## src/rtl/pio_fifo_if.sv

```systemverilog
// PC/CPU side bus of pio_fifo: PC nibble strobes plus CPU port read/write strobes.
interface pio_fifo_if #(parameter int PORT_W = 4);
    logic [3:0]        iPData;
    logic [4:0]        iCtrl;
    logic [7:0]        oPData;
    logic [PORT_W-1:0] iAddr;
    logic [15:0]       iData;
    logic              iREnb;
    logic              iWEnb;
    logic [15:0]       oData;

    modport master (output iPData, iCtrl, iAddr, iData, iREnb, iWEnb,
                    input  oPData, oData);
    modport slave  (input  iPData, iCtrl, iAddr, iData, iREnb, iWEnb,
                    output oPData, oData);
endinterface

```

## src/rtl/pio_fifo.sv

```systemverilog
// Nibble-wide PC link bridged to a CPU port bus through two show-ahead FIFOs.
// Optional PIO_READ_ACK_EN: falling iCtrl[3] while Cmd==R_DATA acknowledges (pops) the output FIFO.
module pio_fifo_q #(
    parameter int DW = 12,
    parameter int AW = 2
) (
    input  logic          iClk,
    input  logic          iRst,
    input  logic          iClr,
    input  logic          iPush,
    input  logic          iPop,
    input  logic [DW-1:0] iDin,
    output logic [DW-1:0] oHead,
    output logic [AW:0]   oCount,
    output logic          oFull,
    output logic          oEmpty,
    output logic          oOvf
);
    localparam int N = 1 << AW;

    logic [DW-1:0] mem [N];
    logic [AW-1:0] rdPtr, wrPtr;
    logic [AW:0]   cnt;
    logic          ovf;
    logic          doPop, doPush;

    assign oFull  = (cnt == (AW+1)'(N));
    assign oEmpty = (cnt == '0);
    // Pop is resolved first so a full FIFO can still accept a same-cycle push.
    assign doPop  = iPop & ~oEmpty;
    assign doPush = iPush & (~oFull | doPop);

    always_ff @(posedge iClk or posedge iRst) begin
        if (iRst) begin
            rdPtr <= '0;
            wrPtr <= '0;
            cnt   <= '0;
            ovf   <= 1'b0;
        end else if (iClr) begin
            rdPtr <= '0;
            wrPtr <= '0;
            cnt   <= '0;
            ovf   <= 1'b0;
        end else begin
            if (doPop)  rdPtr <= rdPtr + AW'(1);
            if (doPush) wrPtr <= wrPtr + AW'(1);
            if (doPush && !doPop)      cnt <= cnt + (AW+1)'(1);
            else if (doPop && !doPush) cnt <= cnt - (AW+1)'(1);
            if (iPush && !doPush) ovf <= 1'b1;
        end
    end

    always_ff @(posedge iClk) begin
        if (doPush && !iClr) mem[wrPtr] <= iDin;
    end

    assign oHead  = oEmpty ? '0 : mem[rdPtr];
    assign oCount = cnt;
    assign oOvf   = ovf;
endmodule

module pio_fifo #(
    parameter int DEPTH_LOG2 = 2,
    parameter int PORT_W     = 4
) (
    input logic       iClk,
    input logic       iRst,
    pio_fifo_if.slave bus
);
    localparam logic [3:0] W_PORT = 4'h1;
    localparam logic [3:0] W_DATA = 4'h2;
    localparam logic [3:0] R_PORT = 4'h9;
    localparam logic [3:0] R_DATA = 4'hA;
    localparam logic [3:0] R_NEXT = 4'hB;
    localparam logic [3:0] R_STAT = 4'hC;
    localparam int EW = PORT_W + 8;

    logic              setCmd, setL, setH, clr;
    logic [3:0]        cmd, lowNib, highNib;
    logic [PORT_W-1:0] portIn;
    logic              wrHi, wrHiD, wrHiDD, nxtSig, nxtD, nxtDD;
    logic              inPush, outPop;

    logic [EW-1:0]       inHead, outHead;
    logic [DEPTH_LOG2:0] inCount, outCount;
    logic                inFull, inEmpty, inOvf, outFull, outEmpty, outOvf;
    logic [3:0]          inPortNib, outPortNib, outCntSat;
    logic [4:0]          outCnt5;
    logic [7:0]          unusedBits;

    assign setCmd = bus.iCtrl[1] & ~bus.iCtrl[0];
    assign setL   = bus.iCtrl[2] &  bus.iCtrl[0];
    assign setH   = bus.iCtrl[3] & ~bus.iCtrl[0];
    assign clr    = bus.iCtrl[4];
    assign wrHi   = (cmd == W_DATA) & setH;
    assign nxtSig = setCmd & (bus.iPData == R_NEXT);
    assign unusedBits = bus.iData[15:8];

    always_ff @(posedge iClk or posedge iRst) begin
        if (iRst) begin
            cmd     <= '0;
            portIn  <= '0;
            lowNib  <= '0;
            highNib <= '0;
            wrHiD   <= 1'b0;
            wrHiDD  <= 1'b0;
            nxtD    <= 1'b0;
            nxtDD   <= 1'b0;
        end else begin
            if (setCmd) cmd <= bus.iPData;
            if (cmd == W_PORT && setL) portIn <= bus.iPData[PORT_W-1:0];
            if (clr) begin
                lowNib  <= '0;
                highNib <= '0;
            end else if (cmd == W_DATA) begin
                if (setL) lowNib  <= bus.iPData;
                if (setH) highNib <= bus.iPData;
            end
            wrHiD  <= wrHi;
            wrHiDD <= wrHiD;
            nxtD   <= nxtSig;
            nxtDD  <= nxtD;
        end
    end

    // Push lands one cycle after the high-nibble strobe, once the stage holds it.
    assign inPush = wrHiD & ~wrHiDD;

`ifdef PIO_READ_ACK_EN
    logic ackD, ackDD;
    always_ff @(posedge iClk or posedge iRst) begin
        if (iRst) begin
            ackD  <= 1'b0;
            ackDD <= 1'b0;
        end else begin
            ackD  <= bus.iCtrl[3];
            ackDD <= ackD;
        end
    end
    assign outPop = (nxtD & ~nxtDD) | (ackDD & ~ackD & (cmd == R_DATA));
`else
    assign outPop = nxtD & ~nxtDD;
`endif

    pio_fifo_q #(.DW(EW), .AW(DEPTH_LOG2)) uInQ (
        .iClk(iClk), .iRst(iRst), .iClr(clr),
        .iPush(inPush), .iPop(bus.iREnb),
        .iDin({portIn, highNib, lowNib}),
        .oHead(inHead), .oCount(inCount), .oFull(inFull), .oEmpty(inEmpty), .oOvf(inOvf)
    );

    pio_fifo_q #(.DW(EW), .AW(DEPTH_LOG2)) uOutQ (
        .iClk(iClk), .iRst(iRst), .iClr(clr),
        .iPush(bus.iWEnb), .iPop(outPop),
        .iDin({bus.iAddr, bus.iData[7:0]}),
        .oHead(outHead), .oCount(outCount), .oFull(outFull), .oEmpty(outEmpty), .oOvf(outOvf)
    );

    always_comb begin
        inPortNib  = '0;
        outPortNib = '0;
        inPortNib[PORT_W-1:0]  = inHead[EW-1:8];
        outPortNib[PORT_W-1:0] = outHead[EW-1:8];
        outCnt5    = 5'(outCount);
        outCntSat  = (outCnt5 > 5'd15) ? 4'hF : outCnt5[3:0];
    end

    assign bus.oData = {inEmpty, outFull, inOvf, outOvf, inPortNib, inHead[7:0]};

    always_comb begin
        bus.oPData = 8'h00;
        case (cmd)
            R_PORT:  bus.oPData = {outEmpty, outOvf, 2'b00, outPortNib};
            R_DATA:  bus.oPData = outHead[7:0];
            R_STAT:  bus.oPData = {inFull, inEmpty, outFull, outEmpty, outCntSat};
            default: bus.oPData = 8'h00;
        endcase
    end
endmodule

```

## src/flat_wrapper.sv

```systemverilog
// flat-port wrapper written by rule: the top's interface ports become plain ports
module pio_fifo_flat 
#(
    parameter int DEPTH_LOG2 = 2,
    parameter int PORT_W     = 4
)
  (iClk, iRst, bus_iPData, bus_iCtrl, bus_iAddr, bus_iData, bus_iREnb, bus_iWEnb, bus_oPData, bus_oData);
  pio_fifo_if #(.PORT_W(PORT_W)) bus_i ();
  input logic iClk;
  input logic iRst;
  input wire logic [$bits(bus_i.iPData)-1:0] bus_iPData;
  input wire logic [$bits(bus_i.iCtrl)-1:0] bus_iCtrl;
  input wire logic [$bits(bus_i.iAddr)-1:0] bus_iAddr;
  input wire logic [$bits(bus_i.iData)-1:0] bus_iData;
  input wire logic [$bits(bus_i.iREnb)-1:0] bus_iREnb;
  input wire logic [$bits(bus_i.iWEnb)-1:0] bus_iWEnb;
  output wire logic [$bits(bus_i.oPData)-1:0] bus_oPData;
  output wire logic [$bits(bus_i.oData)-1:0] bus_oData;
  assign bus_i.iPData = bus_iPData;
  assign bus_i.iCtrl = bus_iCtrl;
  assign bus_i.iAddr = bus_iAddr;
  assign bus_i.iData = bus_iData;
  assign bus_i.iREnb = bus_iREnb;
  assign bus_i.iWEnb = bus_iWEnb;
  assign bus_oPData = bus_i.oPData;
  assign bus_oData = bus_i.oData;
  pio_fifo #(.DEPTH_LOG2(DEPTH_LOG2), .PORT_W(PORT_W)) u_core (.iClk(iClk), .iRst(iRst), .bus(bus_i));
endmodule
```

## config.mk

```make
export PLATFORM = sky130hd
export DESIGN_NAME = pio_fifo_flat
export DESIGN_NICKNAME = d
export VERILOG_FILES = /design/src/rtl/pio_fifo_if.sv /design/src/rtl/pio_fifo.sv /design/src/flat_wrapper.sv
export SDC_FILE = /design/constraint.sdc
export NUM_CORES = 1
export LEC_CHECK = 0
export ABC_AREA = 1
export CAP_MARGIN = 20
export CORE_MARGIN = 2
export CORE_UTILIZATION = 51
export DETAILED_ROUTE_END_ITERATION = 12
export GPL_ROUTABILITY_DRIVEN = 0
export PLACE_DENSITY = 0.75
export SYNTH_ARGS = -nofsm -noshare
export SYNTH_HDL_FRONTEND = slang
export SYNTH_SLANG_ARGS = --single-unit
```

## constraint.sdc

```tcl
create_clock -name iClk -period 1.9 [get_ports iClk]
set_input_delay 0.475 -clock iClk [delete_from_list [all_inputs] [get_ports iClk]]
set_output_delay 0.475 -clock iClk [all_outputs]
set_load 0.02 [all_outputs]
```

==> results.txt <==
For this design, the sink count on the clock tree is 132. For the number of antenna violations at the first check in global routing, the log shows 0. The critical path goes through buf_12, clkinv_8, nand2_1, nand2_1, nand2_1, nand2_1, nand3_1, o211ai_1, buf_4. The largest buffer count on any clock path is 2. In this design, the largest share of critical-path delay is due to flip-flops. 0 antenna diodes ended up in the layout.

The die extent in x was 112 µm. In this run the critical register-to-register path is captured at u_core.uInQ.oCount[2]. Clock tree synthesis selected as its root buffer the cell sky130_fd_sc_hd__clkbuf_16. The latest clock arrival within the worst-skew pair was 0.41 ns. Leaving out fill and tap cells, the most frequent cell in the layout is sky130_fd_sc_hd__nand2_1. Counting buffers and inverters, the worst setup path is 9 cells deep. The H-tree generated during clock tree synthesis spans 4 levels.

The wire-length estimate of the detail-placed layout is 8930 µm. Ratio of cells with drive above 1 in the final layout: 30.8%. Using the TritonRoute via totals, the vias-per-cell ratio works out to 5.33. In this run the mean area of a mapped cell was 10.5 µm².

met2 is the most crowded layer. The global routing met1 resource utilization is 26.9%. 57 I/O pins were placed. Number of global-route vias before repair: 4,658. For this run the aggregate overflow at the end of global routing stands at 0. The number of nets in the finished design was 740; the setup slack of the most critical reg-to-reg path was -0.06 ns. Input and output buffers added on the ports amount to 48. The floorplan has 39 rows. The mapped netlist covers 5910 µm². Setup violations remaining at the end of the flow were counted as 24.

The die covers 12,500 µm². The checks that failed: negative setup slack. For this run, the detailed router's first-pass iteration total came to 7.

Dividing the final minimum period by the clock period gives 119%. The total number of vias is 4,546. The tool flagged a number of max-cap violations equal to 0. Subtracting the final worst setup slack from the clock period gives 2.25 ns. The library cells used most frequently in the layout, excluding fill and tap cells, are sky130_fd_sc_hd__nand2_1 (127), sky130_fd_sc_hd__edfxtp_1 (96), sky130_fd_sc_hd__buf_4 (74). For this design, the CTS-stage hold fixing added 0 buffers. The global routing usage on met2 is 40.4%, and the flip-flop and latch count after synthesis is 132. Summing all placed instances gives a cell area of 6970 µm². The pin slew with the least headroom to its limit works out to 0.495 ns. TritonCTS built the clock tree. The most critical setup path has its startpoint at u_core.uOutQ.rdPtr[0]. Dividing total power by cell area gives a power density of 1090 nW/µm². In this run the standard cell core region covers 11,400 µm². The tools report the highest clock frequency the design can meet as 0.444 GHz.

The filler cells instantiated in the layout total 757. The slack of the critical path is -0.354 ns. The category of the worst setup path capture point was an output port. The worst hold path belongs to the class flip-flop to flip-flop. The number of failing hold endpoints at the final stage is 0. For the CTS buffer count, the log shows 17. Setup repair after global routing could not meet its margin everywhere. Measured in cells, the most critical reg-to-reg path has a length of 16. The number of distinct library cell variants in the gate-level netlist after synthesis is 34. Along the worst path, the maximum fanout reaches 11.

The cell count after synthesis is 563, and the sequential share of the synthesized area is 64.1%. Relative to the synthesized area, the layout overhead comes to 35.4%. The worst slack at placement was -0.395 ns; the pin count of the biggest net entering global routing was 37.

The synthesis warning total is 0, and the required time of the critical path is 1.42 ns. After clock tree synthesis, the clock-pin slew on the worst setup and hold paths is 0.06 ns. The run gives 22,300 µm as the wire length of the first global-routing pass.

In this run, the number of DRC markers left after iteration 0 of detailed routing was 478. The slowest stage of the critical path is the sky130_fd_sc_hd__dfrtp_2 cell. The worst pin sits at a relative slew slack of 67.0%. Capture point of the critical path: bus_oPData[0]. In the routed design, unresolved DRC markers number 0. The clock arrives with 0.00699 ns of skew.

The synthesized netlist net count is 606, and the delay contributed by the slowest stage of the critical path is 0.46 ns. The finished cells cover 8000 µm². In this run the static leakage power is 3.34 nW. By instance count, the cell type seen most on the critical path is sky130_fd_sc_hd__nand2_1. Critical path class: flip-flop to output port. The data arrival time of the worst path came out at 1.78 ns. The logs give 0 for the max-slew violation count and 0 for the remaining number of nets flagged by the antenna check after routing.

The global routing met3 resource utilization was 6.26%. The source of the worst register-to-register timing path is u_core.uInQ.oCount[1]. The buffers plus inverters on the worst setup path is 3. The tools report the startpoint class of the critical path as a flip-flop.

The worst-case IR drop observed on VDD is 0.650 mV. In this run the vertical extent of the chip is 112 µm. The run gives 23.1% as the global router's overall resource usage. The initial utilization of the core area, before any placement, comes to 52.0%. The flow ran to the end, but the final reports show violations.

After detailed routing, the total wire length is 14,600 µm. In the final routed layout, each cell accounts on average for 17.1 µm.
## sequential cells by signal (all words and copies together), names as in the netlist
name	flops
u_core.uInQ.mem	48
u_core.uOutQ.mem	48
u_core.cmd	4
u_core.highNib	4
u_core.lowNib	4
u_core.portIn	4
u_core.uInQ.oCount	3
u_core.uOutQ.oCount	3
u_core.uInQ.rdPtr	2
u_core.uInQ.wrPtr	2
u_core.uOutQ.rdPtr	2
u_core.uOutQ.wrPtr	2
u_core.nxtD	1
u_core.nxtDD	1
u_core.uInQ.oOvf	1
u_core.uOutQ.oOvf	1
u_core.wrHiD	1
u_core.wrHiDD	1
## synth_stat cells
library cell / instances / area [µm²]
sky130_fd_sc_hd__nand2_1: 139 / 522
sky130_fd_sc_hd__edfxtp_1: 96 / 2880
sky130_fd_sc_hd__nor2_1: 68 / 255
sky130_fd_sc_hd__inv_1: 46 / 173
sky130_fd_sc_hd__o21ai_0: 41 / 205
sky130_fd_sc_hd__dfrtp_1: 36 / 901
sky130_fd_sc_hd__nand3_1: 25 / 125
sky130_fd_sc_hd__a21oi_1: 19 / 95.1
sky130_fd_sc_hd__buf_2: 10 / 50.1
sky130_fd_sc_hd__nor2_2: 10 / 62.6
sky130_fd_sc_hd__buf_4: 9 / 67.6
sky130_fd_sc_hd__inv_2: 9 / 33.8
sky130_fd_sc_hd__ha_1: 8 / 100
sky130_fd_sc_hd__nor2_4: 5 / 56.3
sky130_fd_sc_hd__o211ai_1: 5 / 37.5
sky130_fd_sc_hd__nand2_4: 4 / 45.0
sky130_fd_sc_hd__nand4_1: 4 / 25.0
sky130_fd_sc_hd__nand2_2: 3 / 18.8
sky130_fd_sc_hd__nor3_1: 3 / 15.0
sky130_fd_sc_hd__o21ai_1: 3 / 15.0
sky130_fd_sc_hd__a21oi_4: 2 / 32.5
sky130_fd_sc_hd__clkbuf_2: 2 / 10.0
sky130_fd_sc_hd__fa_1: 2 / 40.0
sky130_fd_sc_hd__nand3_4: 2 / 35.0
sky130_fd_sc_hd__nand3b_2: 2 / 22.5
sky130_fd_sc_hd__xor2_1: 2 / 17.5
sky130_fd_sc_hd__a31oi_1: 1 / 6.26
sky130_fd_sc_hd__clkbuf_1: 1 / 3.75
sky130_fd_sc_hd__inv_4: 1 / 6.26
sky130_fd_sc_hd__nand2_8: 1 / 20.0
sky130_fd_sc_hd__nor4_1: 1 / 6.26
sky130_fd_sc_hd__o221ai_1: 1 / 8.76
sky130_fd_sc_hd__o22ai_1: 1 / 6.26
sky130_fd_sc_hd__or2_2: 1 / 6.26
## worst register-to-register path: stages, from the launching register on
cell	delay, ns
sky130_fd_sc_hd__dfrtp_1	0.39
sky130_fd_sc_hd__nor2_4	0.07
sky130_fd_sc_hd__buf_6	0.12
sky130_fd_sc_hd__nand2_8	0.08
sky130_fd_sc_hd__buf_6	0.10
sky130_fd_sc_hd__buf_6	0.10
sky130_fd_sc_hd__nand2_4	0.05
sky130_fd_sc_hd__nand3_4	0.06
sky130_fd_sc_hd__inv_2	0.04
sky130_fd_sc_hd__fa_2	0.40
sky130_fd_sc_hd__inv_2	0.07
sky130_fd_sc_hd__nand2_2	0.05
sky130_fd_sc_hd__nand2_2	0.07
sky130_fd_sc_hd__nand4_1	0.09
sky130_fd_sc_hd__nand2_1	0.11
sky130_fd_sc_hd__nand2_1	0.06
sky130_fd_sc_hd__nand2_1	0.06
## per-stage QoR
| stage | utilization, % | hold WS, ns | power, mW | cells | setup TNS, ns |
|---|---|---|---|---|---|
| 2_1_floorplan | - | 0.354 | 4.43 | 563 | 0 |
| 3_3_place_gp | 61.3 | 0.363 | 5.17 | 792 | -25.42 |
| 3_5_place_dp | 61.3 | 0.376 | 5.24 | 792 | -30.67 |
| 4_1_cts | 68.2 | 0.389 | 8.43 | 843 | -7.44 |
| 5_1_grt | 70.4 | 0.402 | 9.04 | 853 | -8.40 |
| 6_report | 70.4 | 0.389 | 8.69 | 853 | -4.67 |
## timing repair
item                                    CTS  global route
setup buffers                            18            11
endpoints found under the setup margin   36           121
resized for setup                       127           102
pin swaps                                15            22
cloned                                    2             2
## area by class of cell
cell class | count | area [µm²] | area share [%]
inverter | 56 | 235 | 2.94
multi-input combinational | 353 | 1920 | 24.0
sequential | 132 | 3790 | 47.3
tap | 143 | 179 | 2.24
clock inverter | 14 | 130 | 1.63
clock buffer | 18 | 429 | 5.37
timing repair inverter | 2 | 25.0 | 0.313
timing repair buffer | 135 | 1290 | 16.2
## power by group
group          switching, mW  internal [mW]
registers              0.144           3.28
logic                   1.17           1.03
clock network           1.26           1.81
## routing by layer
metal | vias up | wire, µm
met4 | 0 | 298
li1 | 2137 | -
met3 | 28 | 1000
met1 | 2204 | 5390
met2 | 177 | 7870
met5 | - | 0
## kinds of logic (layout without fill, tap and decap cells)
| logic type | Yosys count | in the layout | share of synthesized area [%] |
|---|---|---|---|
| and+or+nand+nor | 268 | 268 | 20.6 |
| adders and majority gates | 10 | 10 | 2.37 |
| xor gates and xnor gates | 2 | 2 | 0.297 |
| buffers and inverters | 78 | 225 | 5.83 |
| DFF | 132 | 132 | 64.1 |
| AOI/OAI and AO/OA | 73 | 73 | 6.88 |
## worst min-delay path by stage
| stage | from | to | slack (ns) | depth (start not counted) |
|---|---|---|---|---|
| 6_report | u_core.nxtD | u_core.nxtDD | 0.39 | 0 |
| 5_1_grt | u_core.wrHiD | u_core.wrHiDD | 0.40 | 0 |
| 4_1_cts | u_core.nxtD | u_core.nxtDD | 0.39 | 0 |
| 3_5_place_dp | u_core.nxtD | u_core.nxtDD | 0.38 | 0 |
| 3_3_place_gp | u_core.wrHiD | u_core.wrHiDD | 0.36 | 0 |
| 2_1_floorplan | u_core.nxtD | u_core.nxtDD | 0.35 | 0 |
(Power assumes the default switching activity.)
